[config.mk]
export PLATFORM = sky130hd
export DESIGN_NAME = izh_array
export DESIGN_NICKNAME = d
export VERILOG_FILES = /design/src/rtl/izh_array.sv
export SDC_FILE = /design/constraint.sdc
export NUM_CORES = 1
export LEC_CHECK = 0
export CAP_MARGIN = 10
export CORE_MARGIN = 3
export CORE_UTILIZATION = 45
export CTS_BUF_LIST = sky130_fd_sc_hd__clkbuf_8 sky130_fd_sc_hd__clkbuf_16
export DETAILED_ROUTE_END_ITERATION = 7
export GPL_TIMING_DRIVEN = 0
export PLACE_DENSITY = 0.58
export SLEW_MARGIN = 25
export SYNTH_ARGS = -nofsm -noshare
export SYNTH_HDL_FRONTEND = slang
export SYNTH_SLANG_ARGS = --single-unit
[constraint.sdc]
create_clock -name clk -period 17.4 [get_ports clk]
set_input_delay 3.48 -clock clk [delete_from_list [all_inputs] [get_ports clk]]
set_output_delay 3.48 -clock clk [all_outputs]
set_load 0.05 [all_outputs]
[src/rtl/izh_array.sv]
// Time-multiplexed array of Izhikevich neurons sharing one fixed-point update datapath.
// A tick sweeps every neuron through LOAD/CALC/WRITE, then DONE publishes the spike vector.
module izh_array #(
  parameter int N_NEURONS = 4,
  parameter int V_W       = 16,
  parameter int FRAC      = 6,
  parameter int I_W       = 8,
  parameter int DT_SHIFT  = 1,
  // derived from N_NEURONS; leave at its default
  parameter int ADDR_W    = (N_NEURONS > 1) ? $clog2(N_NEURONS) : 1
) (
  input  logic                 clk,
  input  logic                 reset_n,
  input  logic                 tick,
  input  logic                 cfg_we,
  input  logic [ADDR_W-1:0]    cfg_addr,
  input  logic [I_W-1:0]       cfg_cur,
  input  logic [1:0]           cfg_mode,
  input  logic [ADDR_W-1:0]    rd_addr,
  output logic [V_W-1:0]       v_out,
  output logic [N_NEURONS-1:0] spike_vec,
  output logic                 busy,
  output logic                 done,
  output logic                 overrun
);

  localparam int W = 2 * V_W + 4;
  typedef logic signed [W-1:0] wide_t;
  typedef enum logic [2:0] {S_IDLE, S_LOAD, S_CALC, S_WRITE, S_DONE} state_t;

  localparam int V_RST_I = -65 * (2 ** FRAC);
  localparam int U_RST_I = (V_RST_I >>> 2) - (V_RST_I >>> 4);
  localparam logic [V_W-1:0] V_RST = V_W'(V_RST_I);
  localparam logic [V_W-1:0] U_RST = V_W'(U_RST_I);
  localparam wide_t SAT_HI = (wide_t'(1) <<< (V_W - 1)) - wide_t'(1);
  localparam wide_t SAT_LO = -SAT_HI - wide_t'(1);
  localparam wide_t SPK_TH = wide_t'(30) <<< FRAC;
  localparam wide_t BIAS   = wide_t'(140) <<< FRAC;
  localparam logic [ADDR_W-1:0] LAST_IDX = ADDR_W'(N_NEURONS - 1);

  function automatic logic [V_W-1:0] sat(input wide_t x);
    if (x > SAT_HI)      sat = SAT_HI[V_W-1:0];
    else if (x < SAT_LO) sat = SAT_LO[V_W-1:0];
    else                 sat = x[V_W-1:0];
  endfunction

  state_t                state_reg, state_next;
  logic [ADDR_W-1:0]     idx_reg, idx_next;
  logic [V_W-1:0]        v_ld_reg, u_ld_reg;
  logic [I_W-1:0]        cur_ld_reg;
  logic [1:0]            mode_ld_reg;
  wide_t                 vn_reg, un_reg;
  logic                  spk_reg;
  logic [N_NEURONS-1:0]  spike_tmp_reg, spike_vec_reg;
  logic                  done_reg, overrun_reg;
  logic [V_W-1:0]        v_out_reg;

  logic [N_NEURONS-1:0][V_W-1:0] v_all, u_all;
  logic [N_NEURONS-1:0][I_W-1:0] cur_all;
  logic [N_NEURONS-1:0][1:0]     mode_all;
  logic [V_W-1:0]                v_wr, u_wr;
  logic                          rd_ok;

  // Per-neuron state; the cfg write and the sweep write-back touch disjoint fields.
  genvar gi;
  generate
    for (gi = 0; gi < N_NEURONS; gi++) begin : g_neuron
      logic [V_W-1:0] v_reg, u_reg;
      logic [I_W-1:0] cur_reg;
      logic [1:0]     mode_reg;

      always_ff @(posedge clk or negedge reset_n) begin
        if (!reset_n) begin
          v_reg    <= V_RST;
          u_reg    <= U_RST;
          cur_reg  <= '0;
          mode_reg <= '0;
        end else begin
          if (cfg_we && cfg_addr == ADDR_W'(gi)) begin
            cur_reg  <= cfg_cur;
            mode_reg <= cfg_mode;
          end
          if (state_reg == S_WRITE && idx_reg == ADDR_W'(gi)) begin
            v_reg <= v_wr;
            u_reg <= u_wr;
          end
        end
      end

      assign v_all[gi]    = v_reg;
      assign u_all[gi]    = u_reg;
      assign cur_all[gi]  = cur_reg;
      assign mode_all[gi] = mode_reg;
    end
  endgenerate

  always_ff @(posedge clk or negedge reset_n) begin
    if (!reset_n) begin
      state_reg <= S_IDLE;
      idx_reg   <= '0;
    end else begin
      state_reg <= state_next;
      idx_reg   <= idx_next;
    end
  end

  always_comb begin
    state_next = state_reg;
    idx_next   = idx_reg;
    case (state_reg)
      S_IDLE: begin
        if (tick) begin
          state_next = S_LOAD;
          idx_next   = '0;
        end
      end
      S_LOAD:  state_next = S_CALC;
      S_CALC:  state_next = S_WRITE;
      S_WRITE: begin
        if (idx_reg == LAST_IDX) begin
          state_next = S_DONE;
        end else begin
          state_next = S_LOAD;
          idx_next   = idx_reg + ADDR_W'(1);
        end
      end
      S_DONE:  state_next = S_IDLE;
      default: state_next = S_IDLE;
    endcase
  end

  // Shared update datapath, fed by the operands latched in LOAD.
  wide_t v_w, u_w, cur_w, sq, k, dv, vn, bv, un, c_w, d_w, c_fix;
  int    a_sh;

  always_comb begin
    a_sh = 6;
    c_w  = wide_t'(-65);
    d_w  = wide_t'(8);
    case (mode_ld_reg)
      2'd1: begin a_sh = 6; c_w = wide_t'(-55); d_w = wide_t'(4); end
      2'd2: begin a_sh = 6; c_w = wide_t'(-50); d_w = wide_t'(2); end
      2'd3: begin a_sh = 3; c_w = wide_t'(-65); d_w = wide_t'(2); end
      default: ;
    endcase

    v_w   = wide_t'($signed(v_ld_reg));
    u_w   = wide_t'($signed(u_ld_reg));
    cur_w = wide_t'(cur_ld_reg);
    sq    = (v_w * v_w) >>> FRAC;
    k     = (sq >>> 5) + (sq >>> 7) + (sq >>> 9);
    dv    = k + (v_w <<< 2) + v_w + BIAS - u_w + (cur_w <<< FRAC);
    vn    = v_w + (dv >>> DT_SHIFT);
    bv    = (v_w >>> 2) - (v_w >>> 4);
    un    = u_w + (((bv - u_w) >>> a_sh) >>> DT_SHIFT);

    c_fix = c_w <<< FRAC;
    if (spk_reg) begin
      v_wr = c_fix[V_W-1:0];
      u_wr = sat(un_reg + (d_w <<< FRAC));
    end else begin
      v_wr = sat(vn_reg);
      u_wr = sat(un_reg);
    end
  end

  assign rd_ok = ({1'b0, rd_addr} < (ADDR_W + 1)'(N_NEURONS));

  always_ff @(posedge clk or negedge reset_n) begin
    if (!reset_n) begin
      v_ld_reg      <= '0;
      u_ld_reg      <= '0;
      cur_ld_reg    <= '0;
      mode_ld_reg   <= '0;
      vn_reg        <= '0;
      un_reg        <= '0;
      spk_reg       <= 1'b0;
      spike_tmp_reg <= '0;
      spike_vec_reg <= '0;
      done_reg      <= 1'b0;
      overrun_reg   <= 1'b0;
      v_out_reg     <= '0;
    end else begin
      if (state_reg == S_LOAD) begin
        v_ld_reg    <= v_all[idx_reg];
        u_ld_reg    <= u_all[idx_reg];
        cur_ld_reg  <= cur_all[idx_reg];
        mode_ld_reg <= mode_all[idx_reg];
      end
      if (state_reg == S_CALC) begin
        vn_reg  <= vn;
        un_reg  <= un;
        spk_reg <= (vn >= SPK_TH);
      end
      if (state_reg == S_WRITE) spike_tmp_reg[idx_reg] <= spk_reg;
      if (state_reg == S_DONE)  spike_vec_reg <= spike_tmp_reg;
      done_reg <= (state_reg == S_DONE);
      if (tick && state_reg != S_IDLE) overrun_reg <= 1'b1;
      v_out_reg <= rd_ok ? v_all[rd_addr] : '0;
    end
  end

  assign busy      = (state_reg != S_IDLE);
  assign done      = done_reg;
  assign spike_vec = spike_vec_reg;
  assign overrun   = overrun_reg;
  assign v_out     = v_out_reg;

endmodule

==> results of run 1 <==
## critical path, delay by kind of cell, from the launching register on
kind | cells | cell delay [ns]
DFF | 1 | 0.61
AOI/OAI and AO/OA | 16 | 4.55
adders and majority gates | 13 | 6.06
buffers and inverters | 9 | 1.87
xor gates and xnor gates | 2 | 0.46
and+or+nand+nor | 7 | 1.65
## worst max path at each step
stage | end | slack (ns) | cells past startpoint
after floorplan | spk_reg$_DFFE_PN0P_ | 4.59 | 48
after global placement | vn_reg[27]$_DFFE_PN0P_ | 0.23 | 1
after detailed placement | spk_reg$_DFFE_PN0P_ | 1.98 | 47
after CTS | spk_reg$_DFFE_PN0P_ | 1.89 | 47
after global routing | spk_reg$_DFFE_PN0P_ | 1.12 | 47
final | spk_reg$_DFFE_PN0P_ | 2.06 | 47
## logic make-up (layout without fill, tap and decap cells)
logic type / after synthesis / in the layout / share of synthesized area
AND/OR/NAND/NOR: 721 / 721 / 0.111
buffers and inverters: 602 / 705 / 0.0801
adder cells (fa/ha/maj): 551 / 551 / 0.321
XOR/XNOR: 128 / 128 / 0.0384
multiplexers: 129 / 129 / 0.0718
AO/OA/AOI/OAI: 539 / 539 / 0.112
flip-flops: 306 / 306 / 0.266
## per-layer routing
| metal | wire length, um | GRT usage | vias up |
|---|---|---|---|
| li1 | - | - | 9920 |
| met1 | 34200 | 0.321 | 10800 |
| met2 | 39100 | 0.411 | 511 |
| met3 | 3940 | 0.0344 | 118 |
| met4 | 2430 | 0.0754 | 0 |
| met5 | 0 | 0 | - |
## final cells by class
cell class / instances / share of cell area
clock buffers: 38 / 0.0285
inverters: 490 / 0.0578
clock inverters: 22 / 0.00346
repair buffers: 43 / 0.0159
flip-flops and latches: 306 / 0.244
multi-input cells: 2068 / 0.601
well taps: 846 / 0.0333
plain buffers: 112 / 0.0159
## metrics by stage
step | hold slack, ns | instances | cell area (um^2) | worst slack, ns | utilization
final | 0.453 | 3925 | 31800 | 2.06 | 0.500
after global routing | 0.470 | 3925 | 31800 | 1.12 | 0.500
after CTS | 0.456 | 3925 | 31800 | 1.89 | 0.500
after detailed placement | 0.443 | 3865 | 30800 | 1.98 | 0.484
after global placement | 0.437 | 3860 | 30700 | 0.229 | 0.482
after floorplan | 0.433 | 2976 | 29200 | 4.59 | -
## cell usage after synthesis (8+ instances only)
| library cell | number | area, um^2 |
|---|---|---|
| sky130_fd_sc_hd__inv_1 | 478 | 1790 |
| sky130_fd_sc_hd__nand2_1 | 356 | 1340 |
| sky130_fd_sc_hd__fa_1 | 332 | 6650 |
| sky130_fd_sc_hd__o21ai_0 | 241 | 1210 |
| sky130_fd_sc_hd__dfrtp_1 | 226 | 5660 |
| sky130_fd_sc_hd__ha_1 | 219 | 2740 |
| sky130_fd_sc_hd__nor2_1 | 163 | 612 |
| sky130_fd_sc_hd__a21oi_1 | 96 | 480 |
| sky130_fd_sc_hd__clkbuf_1 | 90 | 338 |
| sky130_fd_sc_hd__dfstp_2 | 80 | 2100 |
| sky130_fd_sc_hd__xnor2_1 | 80 | 701 |
| sky130_fd_sc_hd__mux2_2 | 60 | 676 |
| sky130_fd_sc_hd__mux4_2 | 58 | 1310 |
| sky130_fd_sc_hd__a21o_1 | 49 | 368 |
| sky130_fd_sc_hd__xor2_1 | 48 | 420 |
| sky130_fd_sc_hd__nor3_1 | 39 | 195 |
| sky130_fd_sc_hd__nand3_1 | 32 | 160 |
| sky130_fd_sc_hd__nand4_1 | 17 | 106 |
| sky130_fd_sc_hd__o21bai_1 | 17 | 128 |
| sky130_fd_sc_hd__o21ai_1 | 16 | 80.1 |
| sky130_fd_sc_hd__a31oi_1 | 14 | 87.6 |
| sky130_fd_sc_hd__nor4_1 | 14 | 87.6 |
| sky130_fd_sc_hd__nor2b_1 | 13 | 81.3 |
| sky130_fd_sc_hd__clkinv_1 | 12 | 45.0 |
| sky130_fd_sc_hd__o21a_1 | 12 | 90.1 |
| sky130_fd_sc_hd__a211oi_1 | 11 | 82.6 |
| sky130_fd_sc_hd__nand2b_1 | 11 | 68.8 |
| sky130_fd_sc_hd__mux2i_1 | 10 | 100 |
| sky130_fd_sc_hd__and3_1 | 9 | 56.3 |
| sky130_fd_sc_hd__and2_1 | 8 | 50.1 |
| sky130_fd_sc_hd__buf_1 | 8 | 30.0 |
| sky130_fd_sc_hd__nor3b_1 | 8 | 60.1 |
| sky130_fd_sc_hd__o22ai_1 | 8 | 50.1 |
==> flow_summary.toml, run 1 <==
[status]
outcome = "finished clean"

[place]
portBuffers = 38
dp_hpwl_um = 63100
global_placer_s_final_weighted_congestion = 0.885

[cells_and_area]
most-common-layout-cells = "sky130_fd_sc_hd__inv_1 (489), sky130_fd_sc_hd__nand2_1 (356), sky130_fd_sc_hd__fa_1 (332)"
layout-drive-gt1-share = 0.101
area_growth_syn_to_layout_pct = 8.88
antenna-diode-count = 0
seq_area_um2 = 7760
filler_cell_count = 5924
design.final.nets = 3624
area_occupied_by_multi_input_gates_um2 = 19100
final_common_cell = "sky130_fd_sc_hd__inv_1"

[setup_path]
crit_path_frequent_cell = "sky130_fd_sc_hd__fa_1"
worst_setup_path_start_kind = "flop"
cpMaxStageDelayCell = "sky130_fd_sc_hd__a2111oi_0"
cp_slowest_stage_delay_ns = 0.89
r2r.worst_path.cells = 47
path_max_fanout = 12
worstPathArrival_ns = 15.76
reg2reg_setup_slack_ns = 2.06
worst_r2r_endpoint = "spk_reg$_DFFE_PN0P_"
setup.worst_path.end_class = "flop"
worst-setup-path-type = "flop to flop"
crit_start = "v_ld_reg[8]$_DFFE_PN0P_"
r2r_start = "v_ld_reg[8]$_DFFE_PN0P_"
crit_required_ns = 17.82

[logic_synthesis]
postSynth.topFlopCell = "sky130_fd_sc_hd__dfrtp_1"
post_synthesis_async_set_or_reset_flop_share = 1.00
synth_fp_nets = 3545
ff_latch_count_synth = 306
synth.distinct_cells = 91
ys_seq_area_frac = 0.266
yosysWarningCount = 0
syn_area_um2 = 29200
post_synth.cell_area_avg_um2 = 9.82
number_of_flops_mapped_to_enable_cells_by_yosys = 0
synthesis.instances = 2976

[clock_network]
tritoncts = "built"
post_cts_buffers = 0
cts.hold.buffers_added = 0
ctsResizeCount = 0
numClockSinks = 306
clkSlewWorstSetupHoldPaths_ns = 0.06
worst_skew_pair.late_latency_ns = 0.55
clock_tree.root_cell = "sky130_fd_sc_hd__clkbuf_16"
max-clock-path-buffers = 3
clock_tree.htree_level_count = 2
cts-buffers-inserted = 34

[grt]
grt_max_degree = 87
first_global_vias = 22700
number_of_antenna_violations_at_the_first_check_in_global_routing = 0
grt_first_pass_wirelength_um = 127000
globalRoute.totalOverflow = 0
total_routing_resource_utilization_after_global_routing = 0.242

[route]
antenna_violating_nets_remaining = 0
first_iter_violations = 1287
drtPass1Iterations = 6
route.vias.total = 21300
post_drt_wl_per_cell_um = 20.3
remaining_drc_errors = 0
detail_route.wirelength_um = 79600
detail_route.vias_per_cell = 5.44

[floorplanning]
design.portCount = 41
chipHeight_um = 261
rows = 92
dieArea_um2 = 68000
floorplan.die.width_um = 261
core-area_um2 = 63700
initial_utilization = 0.459

[timing]
slew_violations = 0
setup_viol_count_final = 0
setup_tns_ns = 0
final_hold_viol_count = 0
slew_headroom = 0.308
max_slew.worst_pin.slew_ns = 1.01
clock_skew_ns = 0.0386
layout_worst_path_cycle_share = 0.882
fin_crit_ns = 15.34
rsz0062_at_grt = "false"
max_clock_freq_mhz = 65.2

[hold_path]
holdCritPathClass = "flop to flop"
hold_path_startpoint = "overrun$_DFFE_PN0P_"
hold-path-endpoint = "overrun$_DFFE_PN0P_"
min_delay_path_depth = 1

[job]
cap_viol_max_count = 0
Power of run 1 is left out: the tool's default activity adds up to more than one toggle a clock period on the data nets, which glitch-free logic cannot reach.
==> run 2: changes to the inputs <==
--- a/config.mk
+++ b/config.mk
@@ -5,13 +5,13 @@
 export SDC_FILE = /design/constraint.sdc
 export NUM_CORES = 1
 export LEC_CHECK = 0
-export CAP_MARGIN = 10
 export CORE_MARGIN = 3
 export CORE_UTILIZATION = 45
 export CTS_BUF_LIST = sky130_fd_sc_hd__clkbuf_8 sky130_fd_sc_hd__clkbuf_16
 export DETAILED_ROUTE_END_ITERATION = 7
 export GPL_TIMING_DRIVEN = 0
 export PLACE_DENSITY = 0.58
+export SETUP_SLACK_MARGIN = 0.1
 export SLEW_MARGIN = 25
 export SYNTH_ARGS = -nofsm -noshare
 export SYNTH_HDL_FRONTEND = slang
==> results of run 2 <==
No change in the layout: final DEF, timing and power equal those of run 1.
Power of run 2 is left out for the same reason.
